==> src/rtl/fwd_hazard_ctrl.sv <==
// Forwarding control words and load-use stall for the ID/EX boundary.
// Define FWD_HAZARD_FORWARD_EN to enable forwarding; otherwise every dependency stalls.
module fwd_hazard_ctrl (
  input  logic       clk,
  input  logic       rst_n,
  input  logic       idValid,
  input  logic [2:0] idRs,
  input  logic [2:0] idRt,
  input  logic       idRsUsed,
  input  logic       idRtUsed,
  input  logic       idRegWrite,
  input  logic [2:0] idRd,
  input  logic [1:0] idWbSel,
  input  logic       flush,
  output logic [3:0] fwCntrlA,
  output logic [3:0] fwCntrlB,
  output logic       stall
);

  localparam logic [1:0] WbMem = 2'b01;

  typedef struct packed {
    logic       valid;
    logic       reg_write;
    logic [2:0] rd;
    logic [1:0] wb_sel;
  } slot_t;

  slot_t      x_q, x_d, m_q;
  logic [3:0] fw_a_q, fw_a_d;
  logic [3:0] fw_b_q, fw_b_d;

  logic hit_x_a, hit_x_b, hit_m_a, hit_m_b;

  assign hit_x_a = x_q.valid & x_q.reg_write & idRsUsed & (x_q.rd == idRs);
  assign hit_x_b = x_q.valid & x_q.reg_write & idRtUsed & (x_q.rd == idRt);
  assign hit_m_a = m_q.valid & m_q.reg_write & idRsUsed & (m_q.rd == idRs);
  assign hit_m_b = m_q.valid & m_q.reg_write & idRtUsed & (m_q.rd == idRt);

`ifdef FWD_HAZARD_FORWARD_EN
  logic [3:0] word_a, word_b;

  // The EX producer is the youngest and wins; a load in EX cannot be forwarded yet.
  always_comb begin
    word_a = 4'b0000;
    if (hit_x_a && (x_q.wb_sel != WbMem)) begin
      word_a = {2'b10, x_q.wb_sel};
    end else if (hit_m_a) begin
      word_a = {2'b11, m_q.wb_sel};
    end
    word_b = 4'b0000;
    if (hit_x_b && (x_q.wb_sel != WbMem)) begin
      word_b = {2'b10, x_q.wb_sel};
    end else if (hit_m_b) begin
      word_b = {2'b11, m_q.wb_sel};
    end
  end

  assign stall = idValid & ~flush & ((hit_x_a | hit_x_b) & (x_q.wb_sel == WbMem));
`else
  logic [3:0] word_a, word_b;
  logic       unused_wb_sel;

  assign word_a        = 4'b0000;
  assign word_b        = 4'b0000;
  assign unused_wb_sel = ^{x_q.wb_sel, m_q.wb_sel};
  assign stall         = idValid & ~flush & (hit_x_a | hit_x_b | hit_m_a | hit_m_b);
`endif

  always_comb begin
    x_d.valid     = idValid;
    x_d.reg_write = idRegWrite;
    x_d.rd        = idRd;
    x_d.wb_sel    = idWbSel;
    fw_a_d        = word_a;
    fw_b_d        = word_b;
    // Stall and flush both inject a bubble into EX.
    if (stall || flush) begin
      x_d.valid = 1'b0;
      fw_a_d    = 4'b0000;
      fw_b_d    = 4'b0000;
    end
  end

  always_ff @(posedge clk or negedge rst_n) begin
    if (!rst_n) begin
      x_q    <= '0;
      m_q    <= '0;
      fw_a_q <= 4'b0000;
      fw_b_q <= 4'b0000;
    end else begin
      x_q    <= x_d;
      m_q    <= x_q;
      fw_a_q <= fw_a_d;
      fw_b_q <= fw_b_d;
    end
  end

  assign fwCntrlA = fw_a_q;
  assign fwCntrlB = fw_b_q;

endmodule
==> config.mk <==
export PLATFORM = sky130hd
export DESIGN_NAME = fwd_hazard_ctrl
export DESIGN_NICKNAME = d
export VERILOG_FILES = /design/src/rtl/fwd_hazard_ctrl.sv
export SDC_FILE = /design/constraint.sdc
export NUM_CORES = 1
export LEC_CHECK = 0
export CORE_AREA = 5 5 50 52
export CTS_CLUSTER_DIAMETER = 50
export DETAILED_ROUTE_END_ITERATION = 16
export DIE_AREA = 0 0 55 57
export GPL_TIMING_DRIVEN = 0
export PLACE_DENSITY = 0.55
export SLEW_MARGIN = 25
export SYNTH_ARGS = -nofsm -noshare
export SYNTH_HDL_FRONTEND = slang
export SYNTH_SLANG_ARGS = --single-unit
==> constraint.sdc <==
create_clock -name clk -period 1.2 [get_ports clk]
set_input_delay 0.24 -clock clk [delete_from_list [all_inputs] [get_ports clk]]
set_output_delay 0.24 -clock clk [all_outputs]
set_load 0.02 [all_outputs]
==> impl_metrics.yaml <==
layout:
  drive_gt1_share_pct: 19.1
  fin_cells: 96
  area_growth_pct: 51.2
  layout.nets: 88
  diodes: 0
  final_area_sq_um: 736
min_path:
  hold_class: "in2async"
drt:
  dr.pass1.iters: 1
  drcViolationCount: 0
  postRouteAntennaNets: 0
  wl_per_cell_um: 8.97
  vias_per_cell: 3.53
  drt_iter0_markers: 0
  routed_wl_um: 861
  vias: 339
sta:
  period_needed_ps: 1660
  setup_viol: 1
  rsz0062_at_grt: "true"
  fmax_mhz: 603
  slew_violations: 0
  layout_worst_path_cycle_share_pct: 138
  setup_ws_ps: -458
  hold_viol: 0
  finClkSkew_ps: 3.32
  setup_tns_ps: -458
critical_path:
  crit_start: "m_q[3]"
  reg2regPathDepth: 4
  r2r_start: "x_q[2]"
  endpoint: "stall"
  critical_path_arrival_ps: 1420
  reg2reg_to: "x_q[6]"
  reg2reg_slack_ps: 10
  cp-end-kind: "output pin"
  startpoint_type: "register"
  critPathMaxFanout: 2
  required_ps: 960
  crit_type: "reg2out"
power:
  power.clock.fraction_pct: 29.3
  ir_drop_mv: 0.662
  cellLeakagePower_nw: 0.318
  p_per_area_nw_per_um2: 988
  switchingPower_uw: 173
  seqPwrFrac_pct: 50.5
  switching_share_pct: 23.8
  p_int_uw: 554
  p_comb_share_pct: 20.2
yosys:
  syn_area_sq_um: 487
  synth.yosys.warnings: 0
  synthCells: 42
  ys_seq_area_share_pct: 51.4
  synth_compound_area_share_pct: 4.11
  synth_top_family_by_area: "XOR/XNOR gates"
  synthAdderAreaFrac_pct: 0
  synth_mux_area_share_pct: 0
  synth_area_per_cell_sq_um: 11.6
  synth_simple_gate_area_share_pct: 9.77
  synth_xor_area_share_pct: 21.6
  synth_seq_cells: 10
  synth.distinct_cells: 10
run:
  max_cap_violations: 0
cts:
  root_buffer: "clkbuf_4"
  htreeDepth: 1
  cts_tree: "built"
  cts_buffer_depth: 2
  clk_pin_slew_worst_paths_ps: 60
  clkLatencyLatePin_ps: 250
  cts_setup_buffers: 0
  cts_sinks: 10
  cts_made_buffers: 3
placement:
  port_buffers: 16
  place_ws_ps: -1040
  place_area_sq_um: 719
  gp_congestion: 0.663
  placedCellCount: 93
grt:
  antenna_found_initial: 0
  grt_pass1_wl_mm: 1.45
  first_global_vias: 369
  grtUsageTotal_pct: 6.68
  grt-ovfl-total: 0
  grt_max_degree: 11
status:
  violations: "negative setup slack"
  status: "finished, violations left"
die:
  die_width_um: 55
  die_y_um: 57
  coreArea_sq_um: 2060
  start_util_pct: 23.6
  row_count: 17
  ios: 27
  dieArea_sq_um: 3140
-- power groups by stage --
stage	combinational (mW)	sequential, mW	clock (mW)
after floorplan	0.0870	0.371	0
after detailed placement	0.155	0.374	0
after global routing	0.159	0.370	0.246
final	0.147	0.367	0.213
after global placement	0.154	0.373	0
after CTS	0.148	0.367	0.230
-- final cells by class --
cell class	count	area, sq um
repair buffers	16	154
multi-input cells	31	214
fillers	209	1330
plain buffers	8	60.1
clock buffers	3	22.5
well taps	28	35.0
flip-flops and latches	10	250
-- synth_stat cells --
| master | count | area, sq um |
|---|---|---|
| a21o_1 | 2 | 15.0 |
| nand2_1 | 2 | 7.51 |
| dfrtp_1 | 10 | 250 |
| a21oi_1 | 1 | 5.00 |
| and3b_1 | 1 | 8.76 |
| buf_4 | 8 | 60.1 |
| conb_1 | 1 | 3.75 |
| nand2b_1 | 1 | 6.26 |
| xnor2_1 | 12 | 105 |
| nand4_1 | 4 | 25.0 |
-- timing repair --
item,CTS,global route
hold buffers,0,0
pin swaps,8,0
gates resized for setup,12,0
endpoints found under the setup margin,2,2
-- metal layers --
layer	up-vias	GRT usage (%)	share of wire [%]	routed length, um
met4	0	5.21	0.93	8
met1	145	6.84	42	364
met2	18	10.1	46	400
met5	-	0	0	0
met3	2	3.13	10	87
li1	174	-	-	-
-- worst min path at each step --
stage,slack [ps],startpoint,to
finish,290,rst_n,x_q[6]
global route,320,rst_n,x_q[6]
CTS,300,rst_n,x_q[6]
detailed placement,360,x_q[6],m_q[6]
global placement,360,x_q[6],m_q[6]
floorplan,-60,rst_n,m_q[2]
-- per-stage QoR --
stage / hold slack (ps) / util (%) / total power [mW]
after detailed placement: 359 / 34.9 / 0.528
after CTS: 300 / 35.7 / 0.745
final: 293 / 35.7 / 0.727
after floorplan: -55.6 / - / 0.459
after global routing: 321 / 35.7 / 0.775
after global placement: 358 / 34.9 / 0.527
-- registers in the layout (all words and copies together), names as in the netlist --
register,flops
m_q,5
x_q,5
-- worst max-delay path, stage by stage (launching register included) --
cell	delay, ps
dfrtp_1	400
xnor2_1	150
nand4_1	110
a21o_1	230
a21oi_4	150
buf_6	130
-- cell families (layout without fill, tap and decap cells) --
kind of cell	count (synthesis)	after routing
other	1	8
buffers and inverters	8	27
xor gates and xnor gates	12	12
and+or+nand+nor	8	8
AOI/OAI and AO/OA	3	3
DFF	10	10
-- placed cells by master, fill, tap and decap left out --
cell,count
and3b_1,1
a21oi_4,1
clkbuf_4,3
nand4_1,4
buf_4,8
xnor2_1,12
dlygate4sd2_1,6
nand2_1,2
clkdlybuf4s50_1,9
conb_1,8
nand2b_1,1
buf_6,1
a21o_1,2
dfrtp_1,10
No activity file was read; power rests on OpenSTA's default activity.
